$ cat src/rtl/proj_job_scheduler.sv
// rtl/proj_job_scheduler.sv - sequences the six QKV projection jobs onto the shared matmul engine
// Optional WAIT-state watchdog enabled by defining SCHED_TIMEOUT_EN.

module proj_job_scheduler #(
   parameter int                ADDR_W      = 12,
   parameter logic [ADDR_W-1:0] INPUT_BASE  = 12'h000,
   parameter logic [ADDR_W-1:0] W_BASE      = 12'h180,
   parameter logic [ADDR_W-1:0] W_STRIDE    = 12'h240,
   parameter int                TIMEOUT_CYC = 4096
) (
   input  logic              clk,
   input  logic              rst,
   input  logic              start,
   input  logic [5:0]        job_mask,
   input  logic              status_clr,
   output logic              eng_req_valid,
   input  logic              eng_req_ready,
   output logic [ADDR_W-1:0] eng_in_base,
   output logic [ADDR_W-1:0] eng_w_base,
   output logic [2:0]        eng_job_id,
   input  logic              eng_done,
   input  logic              eng_err,
   output logic              busy,
   output logic              done,
   output logic [7:0]        status
);

   typedef enum logic [2:0] {
      S_IDLE   = 3'd0,
      S_SELECT = 3'd1,
      S_ISSUE  = 3'd2,
      S_WAIT   = 3'd3,
      S_FINISH = 3'd4
   } state_t;

   state_t            state;
   state_t            state_nxt;
   logic [5:0]        pend;
   logic [2:0]        job_id;
   logic [2:0]        sel_id;
   logic [ADDR_W-1:0] in_base_q;
   logic [ADDR_W-1:0] w_base_q;
   logic [ADDR_W-1:0] w_calc;
   logic [2:0]        count;
   logic              done_sticky;
   logic              start_overrun;
   logic              timeout_err;
   logic              eng_err_sticky;
   logic              timeout;
   logic              job_end;

   // Lowest pending job wins; scanning downward leaves the lowest set bit last.
   always_comb begin
      sel_id = 3'd0;
      for (int i = 5; i >= 0; i--) begin
         if (pend[i]) sel_id = 3'(i);
      end
   end

   assign w_calc  = W_BASE + ADDR_W'(sel_id) * W_STRIDE;
   assign job_end = (state == S_WAIT) && eng_done;

`ifdef SCHED_TIMEOUT_EN
   localparam int TW = $clog2(TIMEOUT_CYC + 1);
   logic [TW-1:0] tmo_cnt;

   always_ff @(posedge clk) begin
      if (rst || state != S_WAIT) tmo_cnt <= '0;
      else                        tmo_cnt <= tmo_cnt + 1'b1;
   end

   assign timeout = (state == S_WAIT) && !eng_done && (tmo_cnt == TW'(TIMEOUT_CYC - 1));
`else
   logic unused_timeout_cyc;
   assign unused_timeout_cyc = ^TIMEOUT_CYC;
   assign timeout = 1'b0;
`endif

   always_comb begin
      state_nxt = state;
      case (state)
         S_IDLE:   if (start) state_nxt = S_SELECT;
         S_SELECT: state_nxt = (pend == 6'd0) ? S_FINISH : S_ISSUE;
         S_ISSUE:  if (eng_req_ready) state_nxt = S_WAIT;
         S_WAIT:   if (eng_done || timeout) state_nxt = S_SELECT;
         S_FINISH: state_nxt = S_IDLE;
         default:  state_nxt = S_IDLE;
      endcase
   end

   always_ff @(posedge clk) begin
      if (rst) begin
         state          <= S_IDLE;
         pend           <= 6'd0;
         job_id         <= 3'd0;
         in_base_q      <= '0;
         w_base_q       <= '0;
         count          <= 3'd0;
         done_sticky    <= 1'b0;
         start_overrun  <= 1'b0;
         timeout_err    <= 1'b0;
         eng_err_sticky <= 1'b0;
      end else begin
         state <= state_nxt;
         case (state)
            S_IDLE: begin
               if (start) begin
                  pend        <= job_mask;
                  count       <= 3'd0;
                  done_sticky <= 1'b0;
               end
            end
            S_SELECT: begin
               if (pend != 6'd0) begin
                  job_id    <= sel_id;
                  w_base_q  <= w_calc;
                  in_base_q <= INPUT_BASE;
               end
            end
            S_WAIT: begin
               if (eng_done) begin
                  pend <= eng_err ? 6'd0 : (pend & ~(6'd1 << job_id));
                  if (count != 3'd6) count <= count + 3'd1;
               end else if (timeout) begin
                  pend <= 6'd0;
               end
            end
            S_FINISH: done_sticky <= 1'b1;
            default: ;
         endcase
         // A same-cycle event takes precedence over status_clr.
         start_overrun  <= (start && state != S_IDLE) || (start_overrun && !status_clr);
         timeout_err    <= timeout || (timeout_err && !status_clr);
         eng_err_sticky <= (job_end && eng_err) || (eng_err_sticky && !status_clr);
      end
   end

   assign eng_req_valid = (state == S_ISSUE) && !rst;
   assign eng_in_base   = in_base_q;
   assign eng_w_base    = w_base_q;
   assign eng_job_id    = job_id;
   assign busy          = (state == S_SELECT) || (state == S_ISSUE) || (state == S_WAIT);
   assign done          = (state == S_FINISH);
   assign status        = {eng_err_sticky, timeout_err, start_overrun, done_sticky, busy, count};

endmodule

$ cat config.mk
export PLATFORM = sky130hd
export DESIGN_NAME = proj_job_scheduler
export DESIGN_NICKNAME = d
export VERILOG_FILES = /design/src/rtl/proj_job_scheduler.sv
export SDC_FILE = /design/constraint.sdc
export NUM_CORES = 1
export LEC_CHECK = 0
export CORE_ASPECT_RATIO = 0.75
export CORE_UTILIZATION = 35
export DETAILED_ROUTE_END_ITERATION = 10
export HOLD_SLACK_MARGIN = 0.15
export PLACE_DENSITY = 0.74
export SLEW_MARGIN = 25
export SYNTH_ARGS = -nofsm -noshare
export SYNTH_HDL_FRONTEND = slang
export SYNTH_SLANG_ARGS = --single-unit
$ cat constraint.sdc
create_clock -name clk -period 2.9 [get_ports clk]
set_input_delay 0.725 -clock clk [delete_from_list [all_inputs] [get_ports clk]]
set_output_delay 0.725 -clock clk [all_outputs]
set_load 0.02 [all_outputs]
Yosys cells after proc, flatten, opt, wreduce, memory -nomap -nowiden

Index checks and enable logic that the tools add are counted.

Flip-flop bits (word level): 31
Input port bits: 13
Output and inout bits: 38

Add/sub/neg operators: 2
Multipliers: 1
Eq/ne operators: 9
Shifts and indexed selects: 1
Multiplexer cells: 21
Bitwise operators: 2
Reduce and logical (&&, ||, !) cells: 24

Operators by type and width:

| operator                                                           | number |
|---|---|
| 3-bit two-way mux                                                  | 13 |
| 6-bit two-way mux                                                  | 3 |
| 9-bit by 12-bit adder with 12-bit output, first input constant     | 1 |
| 3-bit one-hot mux with 4 select lines                              | 1 |
| 6-bit one-hot mux with 2 select lines                              | 1 |
| 2-bit != test, second input constant                               | 4 |
| 1-bit logical AND                                                  | 7 |
| 6-bit AND                                                          | 1 |
| 3-bit by 2-bit == test with 1-bit output, second input constant    | 2 |
| 6-bit logical NOT                                                  | 1 |
| 3-bit by 4-bit multiplier with 6-bit output, second input constant | 1 |
| 6-bit inverter                                                     | 1 |
| 3-bit one-hot mux with 2 select lines                              | 1 |
| 3-bit AND reduction                                                | 2 |
| 6-bit nonzero test                                                 | 1 |
| 1-bit by 3-bit << shifter with 6-bit output, first input constant  | 1 |
| 1-bit logical OR                                                   | 4 |
| 2-bit AND reduction                                                | 2 |
| 4-bit AND reduction                                                | 1 |
| 2-bit nonzero test                                                 | 2 |
| 3-bit by 1-bit adder with 3-bit output, second input constant      | 1 |
| 3-bit by 1-bit == test with 1-bit output, second input constant    | 1 |
| 3-bit == test, second input constant                               | 1 |
| 3-bit logical NOT                                                  | 1 |
| 5 further kinds                                                    | 6 |

Logic depth before layout (Yosys ltp)

Depth in word-level cells: 8
Depth in mapped cells: 6
Mapped depth without buffers: 6

Worst setup path before layout

OpenSTA, ideal clock, no wires.

Path kind: input port to output port
Start point: input port rst
End point: output port eng_req_valid
Arrival: 1.533 ns
Slack: 0.642 ns
Stages on the path: 2
Cell sequence: clkbuf_1 > nor4_1

Longest elaborated chain between the ends: 2

Ends and longest elaborated chain:

| item              | RTL line | source |
|---|---|---|
| start, declared   | 12       | `input logic rst,` |
| 1-bit logical NOT | 138      | `assign eng_req_valid = (state == S_ISSUE) && !rst;` |
| 1-bit logical AND | 138      |  |
| end, declared     | 16       | `output logic eng_req_valid,` |

Every way passes these cells.

Final worst setup path

Start point: register state[2]
End point: output port done

Longest elaborated chain between the ends: 1

Ends and longest elaborated chain:

| item                   | RTL line | source |
|---|---|---|
| start, declared        | 36       | `state_t state;` |
| start signal, assigned | 104      | `state <= state_nxt;` |
| 3-bit == test          | 143      | `assign done = (state == S_FINISH);` |
| end, declared          | 24       | `output logic done,` |

Every way passes these cells.

==> impl_metrics.ini <==
[timing]
hold_viol = 0
fin_worst_skew_ps = 1.919
worst_slew_pin_slew_ps = 535.7
finalSetupTns_ps = 0
setup_viol = 0
rsz0062_at_grt = false
fin_crit_ps = 2459
layout_worst_path_cycle_share_pct = 84.78
relSlewSlack_pct = 63.96
max_freq_mhz = 406.7
drv_slew = 0

[global_routing]
grt_max_degree = 25
antenna_found_initial = 0
groute.usage.overall_pct = 14.57
grt_pass1_vias = 1002
grt_pass1_wl_um = 4733
gr-total-overflow = 0

[critical_path]
r2r_start = pend[0]
cp-start-kind = register
critPathRequiredTime_ps = 2170
crit_path_end_kind = output port
ff2ff_setup_slack_ps = 1200
crit_type = register to output port
arrival_ps = 1730
crit_fanout = 13
critPathLaunch = state[2]
r2r_cells = 5
r2r_end = eng_w_base[9]

[floorplanning]
die_w_um = 74.71
die-area_sq_um = 4223
chipHeight_um = 56.53
rows = 19
initial_core_util_pct = 37.18
core_area_sq_um = 3732
ioPinCount = 51

[finish]
fin_util_pct = 45.36
drive_above_1_share_pct = 9.574
syn_to_final_growth_pct = 22.00
antenna_cells = 0
layout.nets = 205

[flow_run]
cap_violations = 0

[synthesis]
synthXorXnorAreaFrac_pct = 1.894
yosys.area_share.simple_pct = 26.78
yosysSeqAreaShare_pct = 34.63
synthCells = 163
yosys_warnings = 0
synthAdderAreaFrac_pct = 2.705
synth_top_family_by_area = simple AND/OR/NAND/NOR gates
postSynthAreaPerCell_sq_um = 8.513
ys_async_sr_fraction_pct = 0
ys.flop_type = dfxtp_1
synth_compound_gate_area_share_pct = 17.85
synth_edf_count = 0
synth.mux.area_fraction_pct = 0
syn-cell-area_sq_um = 1388
synth_seq_cells = 24
yosysUniqueCellTypes = 45

[placed_design]
dp.final_hpwl_um = 2089
globalplace.congestion = 0.7598
port_buffers = 32

[cts]
insertion_delay_ps = 270
cts_setup_buffers = 0
clk_pin_slew_worst_paths_ps = 90
htreeDepth = 1
clockRootBuffer = clkbuf_8
cts_made_buffers = 3
cts_tree = built
clkSinkCount = 24
clockBufferDepth = 2
ctsHoldBuffers = 0
post_cts_resized = 0

[hold_path]
hold_path.startpoint = eng_w_base[10]
hold_path_class = register to register
min_delay_path_depth = 2
hold_end = eng_w_base[10]

[drt]
drc = 0
via_count = 1133
ant_nets = 0
drt_iter0_markers = 32
wire_per_inst_um = 11.68
firstDrtPassIters = 4
viasPerCell = 4.721
routed_wl_um = 2804

[power]
power.density_nw_per_um2 = 506.0
p_leak_nw = 0.6436
ir_drop_v = 0.0002946

[run_status]
status = complete, no violations
-- report_power, final --
part           switching [mW]  total, mW  internal [mW]
combinational           0.134      0.239          0.105
sequential             0.0345      0.387          0.352
clock                   0.109      0.230          0.121
-- worst max-delay path by stage --
stage	end
final	done
after global routing	done
after CTS	eng_req_valid
after detailed placement	eng_req_valid
after global placement	eng_req_valid
after floorplan	eng_req_valid
-- Yosys cell counts, types with 3 or more instances --
library cell / number / area, sq um
nor2_1: 14 / 52.55
buf_4: 24 / 180.2
nand2_1: 13 / 48.80
ha_1: 3 / 37.54
nor3_1: 4 / 20.02
a21oi_1: 14 / 70.07
o21ai_0: 7 / 35.03
dfxtp_1: 24 / 480.5
o31ai_1: 3 / 22.52
a211oi_1: 4 / 30.03
nand2b_1: 6 / 37.54
inv_1: 3 / 11.26
nand3b_1: 3 / 22.52
-- cells by family after synthesis --
group           count (synthesis)
fa+ha+maj                       3
xor+xnor                        3
simple gates                   62
flops                          24
other cells                     1
buf+inv                        32
compound gates                 38
-- layer usage --
layer  track usage, %  part of all wire [%]  vias up
li1                 -                     -      576
met1            21.96                    53      530
met2            20.46                    43       25
met3            4.309                   3.7        2
met4            2.426                  0.36        0
met5                0                     0        -
-- critical path, cell delays in order (launching register included) --
cell	delay, ps
dfxtp_1	640
and2_1	220
clkdlybuf4s50_1	610
-- stage by stage --
| stage | hold WS [ps] | total power [mW] | cells | setup slack (ps) | instance area, sq um |
|---|---|---|---|---|---|
| 3_3_place_gp | 443.2 | 0.6282 | 236 | 19.38 | 1635 |
| 4_1_cts | 463.7 | 0.8637 | 240 | 52.15 | 1690 |
| 6_report | 461.0 | 0.8566 | 240 | 441.5 | 1693 |
| 2_1_floorplan | 445.5 | 0.5780 | 180 | 641.9 | 1451 |
| 5_1_grt | 476.8 | 0.9101 | 240 | 342.6 | 1693 |
| 3_5_place_dp | 446.0 | 0.6340 | 236 | 52.15 | 1635 |
-- registers in the layout, indices dropped and copies added, names as in the netlist --
signal and cells:
timeout_err 1, done_sticky 1, eng_err_sticky 1, eng_w_base 5, state 3, eng_job_id 3
start_overrun 1, count 3, pend 6
-- cells in the final DEF, fill, tap and decap left out, drive strengths merged, types with 5 or more instances in the layout --
master / netlist / layout
a21oi: 16 / 16
clkdlybuf4s50: 0 / 31
conb: 1 / 18
dfxtp: 24 / 24
nand2: 14 / 14
nand2b: 6 / 6
nor2: 14 / 14
nor3: 5 / 5
o21ai: 8 / 8
-- cell type report --
cell class / count / area (sq um)
fill: 382 / 2039
multi-input combinational: 124 / 750.7
sequential: 24 / 480.5
timing repair buffer: 33 / 330.3
tap: 52 / 65.06
clock buffer: 4 / 55.05
inverter: 3 / 11.26
No activity file was read; power rests on OpenSTA's default activity.
